==> src/rtl/btb_pkg.sv <==
// Branch target buffer controller -- shared definitions.
// Entry layout, target-width derivation and controller FSM states.
package btb_pkg;

  // Every table entry is one 32-bit SRAM word: {valid, tag, target}.
  localparam int ENTRY_W   = 32;
  localparam int VALID_BIT = 31;
  localparam int TAG_MSB   = 30;

  // The target field fills whatever the valid bit and the tag leave over.
  function automatic int tgt_w(input int tag_w);
    return 31 - tag_w;
  endfunction

  typedef enum logic {
    ST_INIT = 1'b0,
    ST_RUN  = 1'b1
  } state_e;

endpackage

==> src/rtl/btb_ctrl.sv <==
// Branch target buffer controller for an external dual-port SRAM macro
// (port 0 read-only, port 1 write-only, both active-low select/write).
// After reset the table is cleared one word per cycle, then lookups and
// updates run at one per cycle each.
// Build option: BTB_BYPASS_EN forwards a same-cycle, same-index update into
// the lookup response; without it such a lookup is held off for one cycle.
module btb_ctrl
  import btb_pkg::*;
#(
  parameter int INDEX_W = 5,
  parameter int TAG_W   = 9
) (
  input  logic               clk,
  input  logic               rst_n,
  // lookup channel
  input  logic               lookup_valid,
  output logic               lookup_ready,
  input  logic [31:0]        lookup_pc,
  output logic               resp_valid,
  output logic               resp_hit,
  output logic [31:0]        resp_target,
  // update channel
  input  logic               upd_valid,
  output logic               upd_ready,
  input  logic [31:0]        upd_pc,
  input  logic [31:0]        upd_target,
  input  logic               upd_inval,
  output logic               init_done,
  // SRAM port 0 (read)
  output logic               csb0,
  output logic               web0,
  output logic [INDEX_W-1:0] addr0,
  output logic [31:0]        din0,
  input  logic [31:0]        dout0,
  // SRAM port 1 (write)
  output logic               csb1,
  output logic               web1,
  output logic [INDEX_W-1:0] addr1,
  output logic [31:0]        din1
);

  localparam int TGT_W = tgt_w(TAG_W);
  localparam int HI_W  = 32 - (TGT_W + 2);
  localparam logic [INDEX_W-1:0] LAST_IDX = '1;

  state_e               state;
  logic [INDEX_W-1:0]   init_idx;

  logic                 rsp_pend;
  logic [TAG_W-1:0]     rsp_tag_q;
  logic [HI_W-1:0]      rsp_hi_q;
  logic [ENTRY_W-1:0]   rd_entry;

  // Field extraction for both request channels.
  logic [INDEX_W-1:0]   lk_idx;
  logic [TAG_W-1:0]     lk_tag;
  logic [INDEX_W-1:0]   up_idx;
  logic [TAG_W-1:0]     up_tag;
  logic [ENTRY_W-1:0]   up_entry;

  assign lk_idx   = lookup_pc[INDEX_W+1:2];
  assign lk_tag   = lookup_pc[INDEX_W+TAG_W+1:INDEX_W+2];
  assign up_idx   = upd_pc[INDEX_W+1:2];
  assign up_tag   = upd_pc[INDEX_W+TAG_W+1:INDEX_W+2];
  assign up_entry = {~upd_inval, up_tag, upd_target[TGT_W+1:2]};

  // Only a subset of the PC/target bits carry table information.
  logic unused_bits;
  assign unused_bits = ^{lookup_pc, upd_pc, upd_target};

  logic run;
  logic idx_clash;
  logic lk_acc;
  logic up_acc;
  logic init_wr;

  assign run       = (state == ST_RUN);
  assign idx_clash = upd_valid && (up_idx == lk_idx);

`ifdef BTB_BYPASS_EN
  assign lookup_ready = run;
`else
  // A same-index lookup would read the stale word; let the update win and
  // have the lookup retry on the next cycle.
  assign lookup_ready = run && !idx_clash;
`endif
  assign upd_ready = run;

  assign lk_acc = lookup_valid && lookup_ready;
  assign up_acc = upd_valid && upd_ready;

  // NOTE: the FSM sits in INIT while reset is held, so the clear writes are
  // qualified with rst_n to keep port 1 idle during reset, not just after it.
  assign init_wr = (state == ST_INIT) && rst_n;

  // Port 0: read strobe for each accepted lookup; this port never writes.
  always_comb begin
    csb0  = !lk_acc;
    web0  = 1'b1;
    addr0 = lk_acc ? lk_idx : '0;
    din0  = '0;
  end

  // Port 1: table clear during INIT, accepted updates during RUN.
  always_comb begin
    // NOTE: defaults first so every path assigns every output -- no latches.
    csb1  = 1'b1;
    web1  = 1'b1;
    addr1 = '0;
    din1  = '0;
    if (init_wr) begin
      csb1  = 1'b0;
      web1  = 1'b0;
      addr1 = init_idx;
    end else if (up_acc) begin
      csb1  = 1'b0;
      web1  = 1'b0;
      addr1 = up_idx;
      din1  = up_entry;
    end
  end

  // Controller FSM: sweep every address once, then run until reset.
  always_ff @(posedge clk or negedge rst_n) begin
    if (!rst_n) begin
      state     <= ST_INIT;
      init_idx  <= '0;
      init_done <= 1'b0;
    end else begin
      // NOTE: non-blocking assignments throughout sequential logic so every
      // flop samples pre-edge values regardless of statement order.
      case (state)
        ST_INIT: begin
          init_idx <= init_idx + 1'b1;
          if (init_idx == LAST_IDX) begin
            state     <= ST_RUN;
            init_done <= 1'b1;
          end
        end
        ST_RUN: ;
        default: state <= ST_INIT;
      endcase
    end
  end

  // Lookup response stage: hold tag and PC high bits until the SRAM word
  // arrives one cycle later.
  always_ff @(posedge clk or negedge rst_n) begin
    if (!rst_n) begin
      rsp_pend  <= 1'b0;
      rsp_tag_q <= '0;
      rsp_hi_q  <= '0;
    end else begin
      rsp_pend <= lk_acc;
      if (lk_acc) begin
        rsp_tag_q <= lk_tag;
        rsp_hi_q  <= lookup_pc[31:TGT_W+2];
      end
    end
  end

`ifdef BTB_BYPASS_EN
  logic               byp_q;
  logic [ENTRY_W-1:0] byp_entry_q;

  // Capture an update that lands on the index being read this cycle; the
  // SRAM read returns the old word, so the response takes this copy.
  always_ff @(posedge clk or negedge rst_n) begin
    if (!rst_n) begin
      byp_q       <= 1'b0;
      byp_entry_q <= '0;
    end else begin
      byp_q       <= lk_acc && up_acc && (up_idx == lk_idx);
      byp_entry_q <= up_entry;
    end
  end

  assign rd_entry = byp_q ? byp_entry_q : dout0;
`else
  assign rd_entry = dout0;
`endif

  assign resp_valid  = rsp_pend;
  assign resp_hit    = rsp_pend && rd_entry[VALID_BIT]
                       && (rd_entry[TAG_MSB:TGT_W] == rsp_tag_q);
  assign resp_target = rsp_pend ? {rsp_hi_q, rd_entry[TGT_W-1:0], 2'b00} : '0;

endmodule

==> config.mk <==
export PLATFORM = sky130hd
export DESIGN_NAME = btb_ctrl
export DESIGN_NICKNAME = d
export VERILOG_FILES = /design/src/rtl/btb_pkg.sv /design/src/rtl/btb_ctrl.sv
export SDC_FILE = /design/constraint.sdc
export NUM_CORES = 1
export LEC_CHECK = 0
export CORE_MARGIN = 2
export CORE_UTILIZATION = 24
export CTS_CLUSTER_SIZE = 24
export DETAILED_ROUTE_END_ITERATION = 16
export PLACE_DENSITY = 0.86
export REMOVE_ABC_BUFFERS = 1
export SYNTH_ARGS = -nofsm -noshare
export SYNTH_HDL_FRONTEND = slang
export SYNTH_SLANG_ARGS = --single-unit
==> constraint.sdc <==
create_clock -name clk -period 1.23 [get_ports clk]
set_input_delay 0.123 -clock clk [delete_from_list [all_inputs] [get_ports clk]]
set_output_delay 0.123 -clock clk [all_outputs]
set_load 0.03 [all_outputs]
==> results of run 1 <==
## per-stage QoR
stage	area (µm²)	cells	util
3_3_place_gp	3760	496	0.460
6_report	4640	518	0.567
3_5_place_dp	3760	496	0.460
5_1_grt	4640	518	0.567
4_1_cts	4530	514	0.554
2_1_floorplan	1790	193	-
## area by class of cell
cell class,instances,area share
sequential,25,0.135
multi-input combinational,163,0.317
timing repair buffer,216,0.504
tap,105,0.0283
clock buffer,4,0.00971
inverter,5,0.00513
## layout by cell type, fill, tap and decap left out, types with 2 or more instances in the layout
cell             instances
buf_2                    2
nand4_1                  2
and3_4                  24
clkdlybuf4s50_1         83
conb_1                  35
xnor2_1                  9
dfrtp_2                  2
a22o_4                   2
mux2_4                  18
buf_6                   84
clkbuf_8                 3
inv_4                    2
buf_12                   9
xnor2_2                  3
and3_1                   8
buf_4                   24
and2_4                  36
xor2_1                   2
buf_8                    5
inv_1                    2
clkdlybuf4s15_1          5
dfrtp_1                 23
a22o_1                   3
nor2b_4                  2
## state kept, by name, summed over array words and instances, names as in the netlist
signal	count
init_idx	5
init_done	1
rsp_tag_q	9
upd_ready	1
rsp_hi_q	8
resp_valid	1
## worst reg2reg max path, cell delays in order (launching register included)
cell and delay, ns:
dfrtp_2 0.42, nand2_2 0.08, a31oi_4 0.17, buf_6 0.18, buf_6 0.13, mux2_4 0.30
## power groups by stage
stage	clock network [µW]	logic [µW]	registers, µW
2_1_floorplan	0	719	940
3_3_place_gp	0	1410	943
3_5_place_dp	0	1430	942
4_1_cts	512	1730	933
5_1_grt	534	1860	945
6_report	489	1780	936
## per-layer routing
| layer | up-vias | routed length, µm | part of all wire | track usage |
|---|---|---|---|---|
| met3 | 18 | 615 | 0.068 | 0.0237 |
| met5 | - | 0 | 0 | 0 |
| met2 | 122 | 4890 | 0.54 | 0.336 |
| met1 | 1086 | 3380 | 0.37 | 0.213 |
| li1 | 1035 | - | - | - |
| met4 | 0 | 158 | 0.017 | 0.0464 |
## repair_timing
action                     in CTS  in global routing
setup endpoints to repair      98                 99
pin swaps                      14                 13
gates cloned                    4                  1
gates resized for setup       189                 30
buffers inserted               11                  6
## kinds of logic after synthesis
group	count (synthesis)
xor gates and xnor gates	14
muxes	19
adders and majority gates	2
DFF	25
buffers and inverters	54
and+or+nand+nor	83
AOI/OAI and AO/OA	10
other	2
## final timing paths
path / start / end / slack (ns) / depth (start not counted)
max: upd_ready / addr1[0] / -0.33 / 4
min: rst_n / init_idx[1] / 0.37 / 3
max reg2reg: upd_ready / rsp_tag_q[3] / -0.16 / 5
min reg2reg: init_idx[2] / init_idx[2] / 0.51 / 1
max in group asynchronous: rst_n / resp_valid / 0.60 / 3
min in group clk: lookup_pc[14] / rsp_tag_q[7] / 0.47 / 2
==> flow_metrics.py, run 1 <==
metrics = {
    "clocking": {
        "hold_buffers": 0,
        "cts_tree": "built",
        "cts.path.max_buffers": 2,
        "cts.sinks": 25,
        "cts.clk_slew.worst_paths_ns": 0.09,
        "clock_latency_ns": 0.27,
        "cts_buffers": 3,
        "h-tree-depth": 1,
        "root_buffer": "clkbuf_8",
    },
    "critical_path": {
        "cp_num_buf_inv": 2,
        "crit_fanout": 5,
        "crit_family": "flip-flops",
        "worstSetupPathType": "register to primary output",
        "path_cells": "buf_6 > nor2b_4 > a22o_1 > buf_12",
        "max_stage_delay_ns": 0.45,
        "cp_data_arrival_time_ns": 1.44,
        "cp_slowest_cell": "dfrtp_2",
        "crit_path_start_kind": "register",
        "cp.required_ns": 1.11,
        "critPathCaptureType": "primary output",
    },
    "synthesis": {
        "yosys_register_bits": 25,
        "synthSimpleGateAreaFrac": 0.253,
        "muxShareOfSynthArea": 0.131,
        "syn_area_per_cell_um2": 9.59,
        "ys_seq_area_frac": 0.312,
        "synthArstFlopShare": 1.00,
        "ys.flop_type": "dfrtp_1",
        "synth_top_cell_by_area": "dfrtp_1",
        "synthDistinctLibCells": 29,
        "synth-compound-area-share": 0.0506,
        "yosys.area.top_type_share": 0.312,
        "synth_top_family_by_area": "simple AND/OR/NAND/NOR gates",
        "synth-adder-area-share": 0.0125,
        "synth-xor-area-share": 0.0612,
        "synth_edf_count": 0,
        "syn_inst": 209,
        "synth_warnings": 0,
        "synth_area_leaders": "dfrtp_1 (31%), buf_4 (13%), and2_1 (11%)",
        "synth.top_cells.by_count": "and2_1 (36), buf_4 (36), and3_1 (32), dfrtp_1 (25), mux2_4 (13)",
        "netlist_area_um2": 2000,
    },
    "finish": {
        "diodes": 0,
        "fill_cells": 658,
        "nets": 549,
        "seq_area_um2": 628,
        "multi_input_area_um2": 1470,
        "layout-drive-gt1-share": 0.557,
        "areaGrowthSynthToFinish_pct": 131,
    },
    "sta": {
        "final.setup.tns_ns": -19.23,
        "final-hold-violation-count": 0,
        "layout_min_cycle_time_ns": 1.56,
        "fmax_mhz": 640,
        "setup_viol": 98,
        "final_max_slew_viol_count": 0,
        "holdWs_ns": 0.366,
        "fin_crit_sh": 1.27,
        "rsz0062_at_grt": "yes",
        "setup_slack_ns": -0.332,
        "finClkSkew_ns": 0.00582,
    },
    "detailed_routing": {
        "drt-pass1-iter-count": 4,
        "vias": 2261,
        "route.detailed.drc": 0,
        "totalWireLength_um": 9040,
        "ant_nets": 0,
        "viasPerCell": 4.36,
        "routedWlPerCell_um": 17.5,
        "drt-initial-drc-count": 47,
    },
    "pwr": {
        "p_leak_uw": 0.00221,
        "cell_internal_pwr_uw": 2070,
        "p_sw_frac": 0.353,
        "ir_drop_v": 0.000387,
        "pwr-share-clk": 0.153,
        "p_seq_frac": 0.292,
        "p_comb_frac": 0.555,
        "switchingPower_uw": 1130,
        "total_power_uw": 3200,
        "powerDensity_nw_per_um2": 691,
    },
    "floorplan": {
        "die_area_um2": 9100,
        "ios": 248,
        "num_rows": 33,
        "die_w_um": 95.4,
        "core_area_um2": 8180,
        "die_y_um": 95.4,
        "start_util": 0.245,
    },
    "place": {
        "pre_cts_slack_ns": -0.771,
        "io_buffers": 174,
        "gp_congestion": 0.803,
        "dp_hpwl_um": 5960,
    },
    "status": {
        "status": "finished, violations left",
        "violations": "setup timing",
    },
    "global_routing": {
        "grt_pass1_vias": 2268,
        "grt_max_degree": 26,
        "grt_usage": 0.179,
        "antenna_found_initial": 0,
        "grt_first_pass_wirelength_um": 12300,
        "grt_overflow_total": 0,
    },
    "worst_hold_path": {
        "hold_path.class": "input port to async pin",
    },
    "flow_run": {
        "cap_violations": 0,
    },
}
Power figures use the tool's default switching activity.
==> inputs of run 2 (changes only) <==
--- a/config.mk
+++ b/config.mk
@@ -5,9 +5,9 @@
 export SDC_FILE = /design/constraint.sdc
 export NUM_CORES = 1
 export LEC_CHECK = 0
-export CORE_MARGIN = 2
+export CORE_MARGIN = 5
 export CORE_UTILIZATION = 24
-export CTS_CLUSTER_SIZE = 24
+export CTS_CLUSTER_SIZE = 14
 export DETAILED_ROUTE_END_ITERATION = 16
 export PLACE_DENSITY = 0.86
 export REMOVE_ABC_BUFFERS = 1
==> flow_metrics.py, run 2 (same netlist as run 1, synthesis figures left out) <==
metrics = {
    "sta": {
        "setup_slack_ns": -0.296,
        "final.setup.tns_ns": -17.96,
        "final-hold-violation-count": 0,
        "final_max_slew_viol_count": 0,
        "finClkSkew_ns": 0.00356,
        "rsz0062_at_grt": "yes",
        "fin_crit_sh": 1.24,
        "layout_min_cycle_time_ns": 1.53,
        "fmax_mhz": 655,
        "setup_viol": 97,
    },
    "status": {
        "violations": "setup timing",
        "status": "finished, violations left",
    },
    "clocking": {
        "root_buffer": "clkbuf_8",
        "cts.sinks": 25,
        "cts_tree": "built",
        "h-tree-depth": 1,
        "clock_latency_ns": 0.27,
        "cts.path.max_buffers": 2,
        "cts_buffers": 3,
        "cts.clk_slew.worst_paths_ns": 0.09,
    },
    "finish": {
        "diodes": 0,
        "largest-register": "rsp_tag_q",
        "top_regs": "rsp_tag_q x9, rsp_hi_q x8, init_idx x5",
        "instances_no_fill": 521,
        "largest_register_ffs": 9,
        "layout-drive-gt1-share": 0.538,
        "final_common_cell": "clkdlybuf4s50_1",
        "layout_common_cells": "clkdlybuf4s50_1 (83), buf_6 (64), buf_4 (43)",
        "nets": 552,
        "final_design_area_no_fill_um2": 4520,
        "areaGrowthSynthToFinish_pct": 125,
    },
    "place": {
        "placed_cells": 496,
        "dpl_cell_area_um2": 3750,
        "gp_congestion": 0.835,
        "dp_hpwl_um": 6650,
        "io_buffers": 174,
    },
    "pwr": {
        "total_power_uw": 3160,
        "powerDensity_nw_per_um2": 699,
        "p_sw_frac": 0.355,
        "cell_internal_pwr_uw": 2040,
        "pwr-share-clk": 0.160,
        "p_comb_frac": 0.544,
        "switchingPower_uw": 1120,
        "p_leak_uw": 0.00218,
        "ir_drop_v": 0.000360,
        "p_seq_frac": 0.296,
    },
    "critical_path": {
        "crit_fanout": 6,
        "worstReg2RegStart": "upd_ready",
        "max_stage_delay_ns": 0.45,
        "worstSetupPathType": "register to primary output",
        "cpMostUsedCell": "buf_6",
        "path_cells": "nand2_2 > a31oi_4 > buf_6 > and2_4 > buf_6",
        "cp_data_arrival_time_ns": 1.40,
        "crit_family": "flip-flops",
        "cp_slowest_cell": "dfrtp_2",
        "cp.required_ns": 1.11,
        "cp_num_buf_inv": 2,
        "crit_path_start_kind": "register",
        "critPathCaptureType": "primary output",
        "critPathLaunch": "upd_ready",
    },
    "global_routing": {
        "grt_max_degree": 26,
        "grt_overflow_total": 0,
        "grt_first_pass_wirelength_um": 12900,
        "grt_usage": 0.160,
        "antenna_found_initial": 0,
        "grt_pass1_vias": 2399,
    },
    "detailed_routing": {
        "totalWireLength_um": 9070,
        "ant_nets": 0,
        "routedWlPerCell_um": 17.4,
        "route.detailed.drc": 0,
        "vias": 2241,
        "viasPerCell": 4.30,
        "drt-initial-drc-count": 53,
        "drt-pass1-iter-count": 4,
    },
    "floorplan": {
        "core_area_um2": 8180,
        "ios": 248,
        "die_y_um": 101,
        "num_rows": 33,
        "die_w_um": 101,
        "die_area_um2": 10300,
        "start_util": 0.245,
    },
    "flow_run": {
        "cap_violations": 0,
    },
    "worst_hold_path": {
        "hold_path.class": "input port to async pin",
    },
}
-- run 2: changes by cell type in the layout (fill, tap and decap cells not counted), moves of 4 or more --
cell / change
and3_4: -8
dlygate4sd2_1: +4
clkbuf_2: +4
buf_4: +19
and3_1: +8
buf_6: -20
clkdlybuf4s15_1: -5
-- run 2: path summary, 6_finish.rpt --
kind,to,slack (ns),cells after the start
hold reg to reg,init_idx[2],0.51,1
setup / recovery,addr0[3],-0.30,5
max in group asynchronous,resp_valid,0.51,3
min in group clk,rsp_tag_q[6],0.46,2
setup reg to reg,rsp_tag_q[8],-0.26,6
hold / removal,init_idx[1],0.44,3
-- run 2: metal layers --
layer | track usage | routed length (µm)
met1 | 0.185 | 3110
met2 | 0.284 | 4750
met3 | 0.0510 | 1010
met4 | 0.0429 | 200
met5 | 0 | 0
-- run 2: worst min-delay path, delay by kind of cell --
family | cells | cell delay [ns]
buffers and inverters | 3 | 1.00
-- run 2: through the flow --
stage | hold WS, ns | worst slack [ns] | utilization
global route | 0.446 | -0.376 | 0.552
floorplan | -0.173 | -1.01 | -
global placement | 0.470 | -0.671 | 0.458
finish | 0.443 | -0.296 | 0.552
CTS | 0.455 | -0.328 | 0.537
detailed placement | 0.476 | -0.714 | 0.458
-- run 2: final cells by class --
cell class	count	area (µm²)
multi-input combinational	163	1410
timing repair buffer	219	2280
sequential	25	628
inverter	5	21.3
tap	105	131
clock buffer	3	41.3
fill	657	3660
clock inverter	1	7.51
-- run 2: power groups by stage --
stage | Clock [µW] | Combinational [µW] | Sequential [µW]
floorplan | 0 | 719 | 940
global placement | 0 | 1410 | 942
detailed placement | 0 | 1430 | 943
CTS | 528 | 1690 | 935
global route | 565 | 1800 | 943
finish | 506 | 1720 | 934
-- run 2: what timing repair did --
item | CTS | global route
setup buffers | 12 | 10
pin swaps | 16 | 7
hold buffers | 0 | 0
gates cloned | 6 | 0
resized for setup | 127 | 55
setup endpoints to repair | 98 | 100
==> inputs of run 3 (changes only) <==
--- a/config.mk
+++ b/config.mk
@@ -9,6 +9,7 @@
 export CORE_UTILIZATION = 24
 export CTS_CLUSTER_SIZE = 14
 export DETAILED_ROUTE_END_ITERATION = 16
+export GPL_ROUTABILITY_DRIVEN = 0
 export PLACE_DENSITY = 0.86
 export REMOVE_ABC_BUFFERS = 1
 export SYNTH_ARGS = -nofsm -noshare
==> results of run 3 <==
Final layout, timing and power as in run 2 (identical DEF).
